### src/rtl/mole_countdown_timer.sv
// Millisecond timebase plus saturating up/down counter feeding the mole FSM.
// A load strobe seeds the count (e.g. from the LFSR) and restarts the timebase.
module mole_countdown_timer #(
  parameter int unsigned WIDTH       = 11,
  parameter int unsigned CLKS_PER_MS = 50000,
  parameter int unsigned INIT_VALUE  = 2046
) (
  input  logic             clk,
  input  logic             reset,
  input  logic             enable,
  input  logic             up,
  input  logic             load,
  input  logic [WIDTH-1:0] load_value,
  output logic [WIDTH-1:0] timer_value,
  output logic             tick_ms,
  output logic             expired
);

  localparam int unsigned PW = (CLKS_PER_MS > 2) ? $clog2(CLKS_PER_MS) : 1;
  localparam logic [PW-1:0]    PRESC_LAST = PW'(CLKS_PER_MS - 1);
  localparam logic [WIDTH-1:0] CNT_MAX    = {WIDTH{1'b1}};
  localparam logic [WIDTH-1:0] CNT_INIT   = WIDTH'(INIT_VALUE);

  logic [PW-1:0]    presc_q, presc_d;
  logic [WIDTH-1:0] timer_q, timer_d;
  logic             tick_q, tick_d;
  logic             wrap;

  assign wrap = enable && (presc_q == PRESC_LAST);

  always_ff @(posedge clk or posedge reset) begin
    if (reset) begin
      presc_q <= '0;
      timer_q <= CNT_INIT;
      tick_q  <= 1'b0;
    end else begin
      presc_q <= presc_d;
      timer_q <= timer_d;
      tick_q  <= tick_d;
    end
  end

  // Load wins over a coincident wrap: the step is dropped and the timebase restarts.
  always_comb begin
    presc_d = presc_q;
    timer_d = timer_q;
    tick_d  = 1'b0;
    if (load) begin
      presc_d = '0;
      timer_d = load_value;
    end else if (enable) begin
      if (wrap) begin
        presc_d = '0;
        tick_d  = 1'b1;
        if (up && (timer_q != CNT_MAX)) begin
          timer_d = timer_q + 1'b1;
        end else if (!up && (timer_q != '0)) begin
          timer_d = timer_q - 1'b1;
        end
      end else begin
        presc_d = presc_q + 1'b1;
      end
    end
  end

  assign timer_value = timer_q;
  assign tick_ms     = tick_q;
  assign expired     = up ? (timer_q == CNT_MAX) : (timer_q == '0);

endmodule

### config.mk
export PLATFORM = sky130hd
export DESIGN_NAME = mole_countdown_timer
export DESIGN_NICKNAME = d
export VERILOG_FILES = /design/src/rtl/mole_countdown_timer.sv
export SDC_FILE = /design/constraint.sdc
export NUM_CORES = 1
export LEC_CHECK = 0
export CAP_MARGIN = 20
export CORE_AREA = 2 2 78 80
export DETAILED_ROUTE_END_ITERATION = 8
export DIE_AREA = 0 0 80 82
export DONT_BUFFER_PORTS = 1
export GPL_TIMING_DRIVEN = 0
export PLACE_DENSITY_LB_ADDON = 0.3
export SYNTH_ARGS = -nofsm -noshare
export SYNTH_HDL_FRONTEND = slang
export SYNTH_SLANG_ARGS = --single-unit
### constraint.sdc
create_clock -name clk -period 5.4 [get_ports clk]
set_clock_uncertainty 0.05 [all_clocks]
set_input_delay 0.81 -clock clk [delete_from_list [all_inputs] [get_ports clk]]
set_output_delay 0.81 -clock clk [all_outputs]
set_load 0.05 [all_outputs]
==> results.md <==
- Primary FF master, synth: dfrtp_1
- Number of global-route vias before repair: 1627
- Req. time, crit path: 5560 ps
- Row count: 28
- First-pass GRT wire length: 7.98 mm
- WL/cell: about 15 um
- Max-slew violation count: 0
- Setup repair bufs after CTS: 0
- Synth warnings: 0
- Crit-path max FO: 12
- Actual slew at the worst max-slew pin: roughly 670 ps
- Area contributors post-synth: dfrtp_1 (23%), dfstp_2 (13%), ha_1 (6.4%), xor2_1 (6.2%), nor2_1 (4.2%)
- Total Power: 0.505 mW
- Hold crit path type: in -> async
- GRT Util Overall: 0.156
- Io pins: 29
- Sequential cell area fraction in the yosys report: 0.363
- Root Buffer Master: clkbuf_8
- Net count, final: roughly 250
- DR DRC count: 0
- Clk sinks: 28
- Status: finished, final reports clean
- Drt pass-1 iters: 4
- Mean area per synthesized cell: 9.27 um2
- DRT iter0 DRCs: 75
- TritonCTS clock tree: yes
- Share of layout cells above drive strength 1: 0.134
- Reg2reg end: timer_value[10]$_DFFE_PP1P_
- #FFs+latches synth: 28
- Worst r2r path cells: 11
- Initial Util: 0.342
- Gpl congestion: roughly 0.82
- Syn_nets: 239
- Post-DP Area: about 2100 um2
- CTS Buf Count: 3
- Share of the synthesized area in the top cell type: 0.229
- RSZ-0062 raised after global routing: false
- Hold Buf Count CTS: 0
- Peak supply drop: 117 uV
- Pwr dens: 236 nW/um2
- Synth cell count leaders: nor2_1 (22), nand2_1 (21), dfrtp_1 (18)
- Post-DR vias/cell: 5.38
- Most frequent cell after synthesis: nor2_1
- Post-synth top area cell: dfrtp_1
- Post-Syn Instances: 212
- CP startpoint kind: register
- Count of cell types in the netlist: between 40 and 50
- Post-CTS sizing: 0
- Post-route cell area: 2140 um2
- Core area: 5750 um2
- Synth Cell Area: 1970 um2
- N_diodes: 0
- Total gr overflow: 0
- Maxcap violations: 0
- Layout area overhead: 8.97%
- Worst flop-to-flop path startpoint: timer_value[10]$_DFFE_PP1P_
- WP data arrival: 3590 ps
- Min Tclk post-route: 3430 ps
- Final period util: 0.635
- Die ar.: 6560 um2
- Slew headroom: 0.552
- Routed WL: 4.52 mm
- Port-buffer cells: 0
- Fraction of registers with async set/reset: 1.00
- Chip height: 82 um
- Final std cells w/o fill: between 200 and 300
- Layout fillers: 620
- Hold Vio Cnt, Final: 0
- Flop-to-flop setup slack: 1970 ps
- Setup TNS: 0 ps
- Die Width: 80 um
- Post-synth EDFFs: 0
- Detailed-placement wirelength estimate: 3.41 mm
- Largest net degree at the start of global routing: 17
- Initial antenna violation count: 0
- CTS H-tree depth: 1
- Final setup viols: 0
- Clock slew at reported path FFs: around 100 ps
- Leakage: 0.866 nW
- Max Freq: 0.292 GHz
- Cells after DPL: 288
- Vias: ~1600
- Worst-Skew Late Latency: between 200 and 300 ps
- Bufs on Longest Clock Path: 2
- Critical Setup Path Class: reg -> reg
- DRT antenna net count: 0
- CP Capture Type: register
==> kinds of logic after synthesis <==
group	after synthesis	share of synthesized area
and+or+nand+nor	88	0.251
muxes	7	0.0369
DFF	28	0.363
xor gates and xnor gates	21	0.0936
AOI/OAI and AO/OA	45	0.154
buffers and inverters	12	0.0280
adders and majority gates	11	0.0738
==> where the power goes <==
group	switching [mW]	total (mW)	leakage (nW)	internal [mW]
clock network	0.0656	0.131	0.0288	0.0653
logic	0.0575	0.104	0.484	0.0464
registers	0.0451	0.271	0.353	0.226
==> worst max-delay path, cell delays in order, from the launching register on <==
cell       delay (ps)
dfstp_2           760
nand4_1           160
nor3_2            320
nand2b_2          360
inv_1             140
fa_1              430
nor2b_1           210
o2111ai_1         190
nand2_1           130
o21a_1            170
o211ai_1          110
a311o_1           330
==> through the flow <==
stage	setup WS (ps)	hold slack [ps]	util
6_report	1970	419	0.373
5_1_grt	1680	450	0.373
4_1_cts	1940	425	0.373
3_5_place_dp	1960	496	0.363
3_3_place_gp	1980	479	0.358
2_1_floorplan	2360	451	-
==> sequential cells by signal (all words and copies together), names as in the netlist <==
| signal | count |
|---|---|
| presc_q | 16 |
| tick_ms | 1 |
| timer_value | 11 |
==> worst max-delay path by stage <==
| stage | startpoint | endpoint | slack (ps) |
|---|---|---|---|
| detailed placement | timer_value[10]$_DFFE_PP1P_ | timer_value[9]$_DFFE_PP1P_ | 1960 |
| global placement | timer_value[10]$_DFFE_PP1P_ | timer_value[10]$_DFFE_PP1P_ | 1980 |
| finish | timer_value[10]$_DFFE_PP1P_ | timer_value[10]$_DFFE_PP1P_ | 1970 |
| global route | timer_value[10]$_DFFE_PP1P_ | timer_value[9]$_DFFE_PP1P_ | 1680 |
| CTS | timer_value[10]$_DFFE_PP1P_ | timer_value[9]$_DFFE_PP1P_ | 1940 |
| floorplan | timer_value[10]$_DFFE_PP1P_ | timer_value[9]$_DFFE_PP1P_ | 2360 |
==> cells in the final DEF, fill, tap and decap left out, types with 2 or more instances in the layout <==
master     netlist  layout
o21ai_0         15      15
a21oi_1          9       9
ha_1            10      10
nor2b_1          2       2
a31oi_1          3       3
nor3b_1          2       2
mux2i_1          5       5
dfstp_2         10      10
nand2b_1         3       3
a21o_1           3       3
or4_1            2       2
nor4_1           6       6
nand3b_1         2       2
o21a_1           3       3
inv_1            6       6
nor3_1           5       5
and3_1           2       2
or2b_1           2       2
o2111ai_1        3       3
nand2_1         21      21
xor2_1          14      14
clkbuf_1         3       3
a41oi_1          2       2
nor2_1          22      22
and4bb_2         2       2
xnor2_1          7       7
mux2_2           2       2
nand3_1          7       7
o211ai_1         2       2
buf_2            2       2
nand4_1          3       3
dfrtp_1         18      18
clkbuf_8         0       4
==> per-layer routing <==
metal	track usage	share of wire	vias up
met4	0.0407	0.011	0
met1	0.217	0.51	748
met2	0.253	0.45	33
li1	-	-	786
met3	0.0253	0.036	4
met5	0	0	-
==> area by class of cell <==
| cell class | instances | area (um2) | area share |
|---|---|---|---|
| multi-input combinational | 172 | 1200 | 0.559 |
| sequential | 28 | 713 | 0.333 |
| tap | 75 | 93.8 | 0.0438 |
| clock buffer | 4 | 55.1 | 0.0257 |
| buffer | 6 | 32.5 | 0.0152 |
| timing repair buffer | 1 | 27.5 | 0.0129 |
| inverter | 6 | 22.5 | 0.0105 |
(Power assumes the default switching activity.)
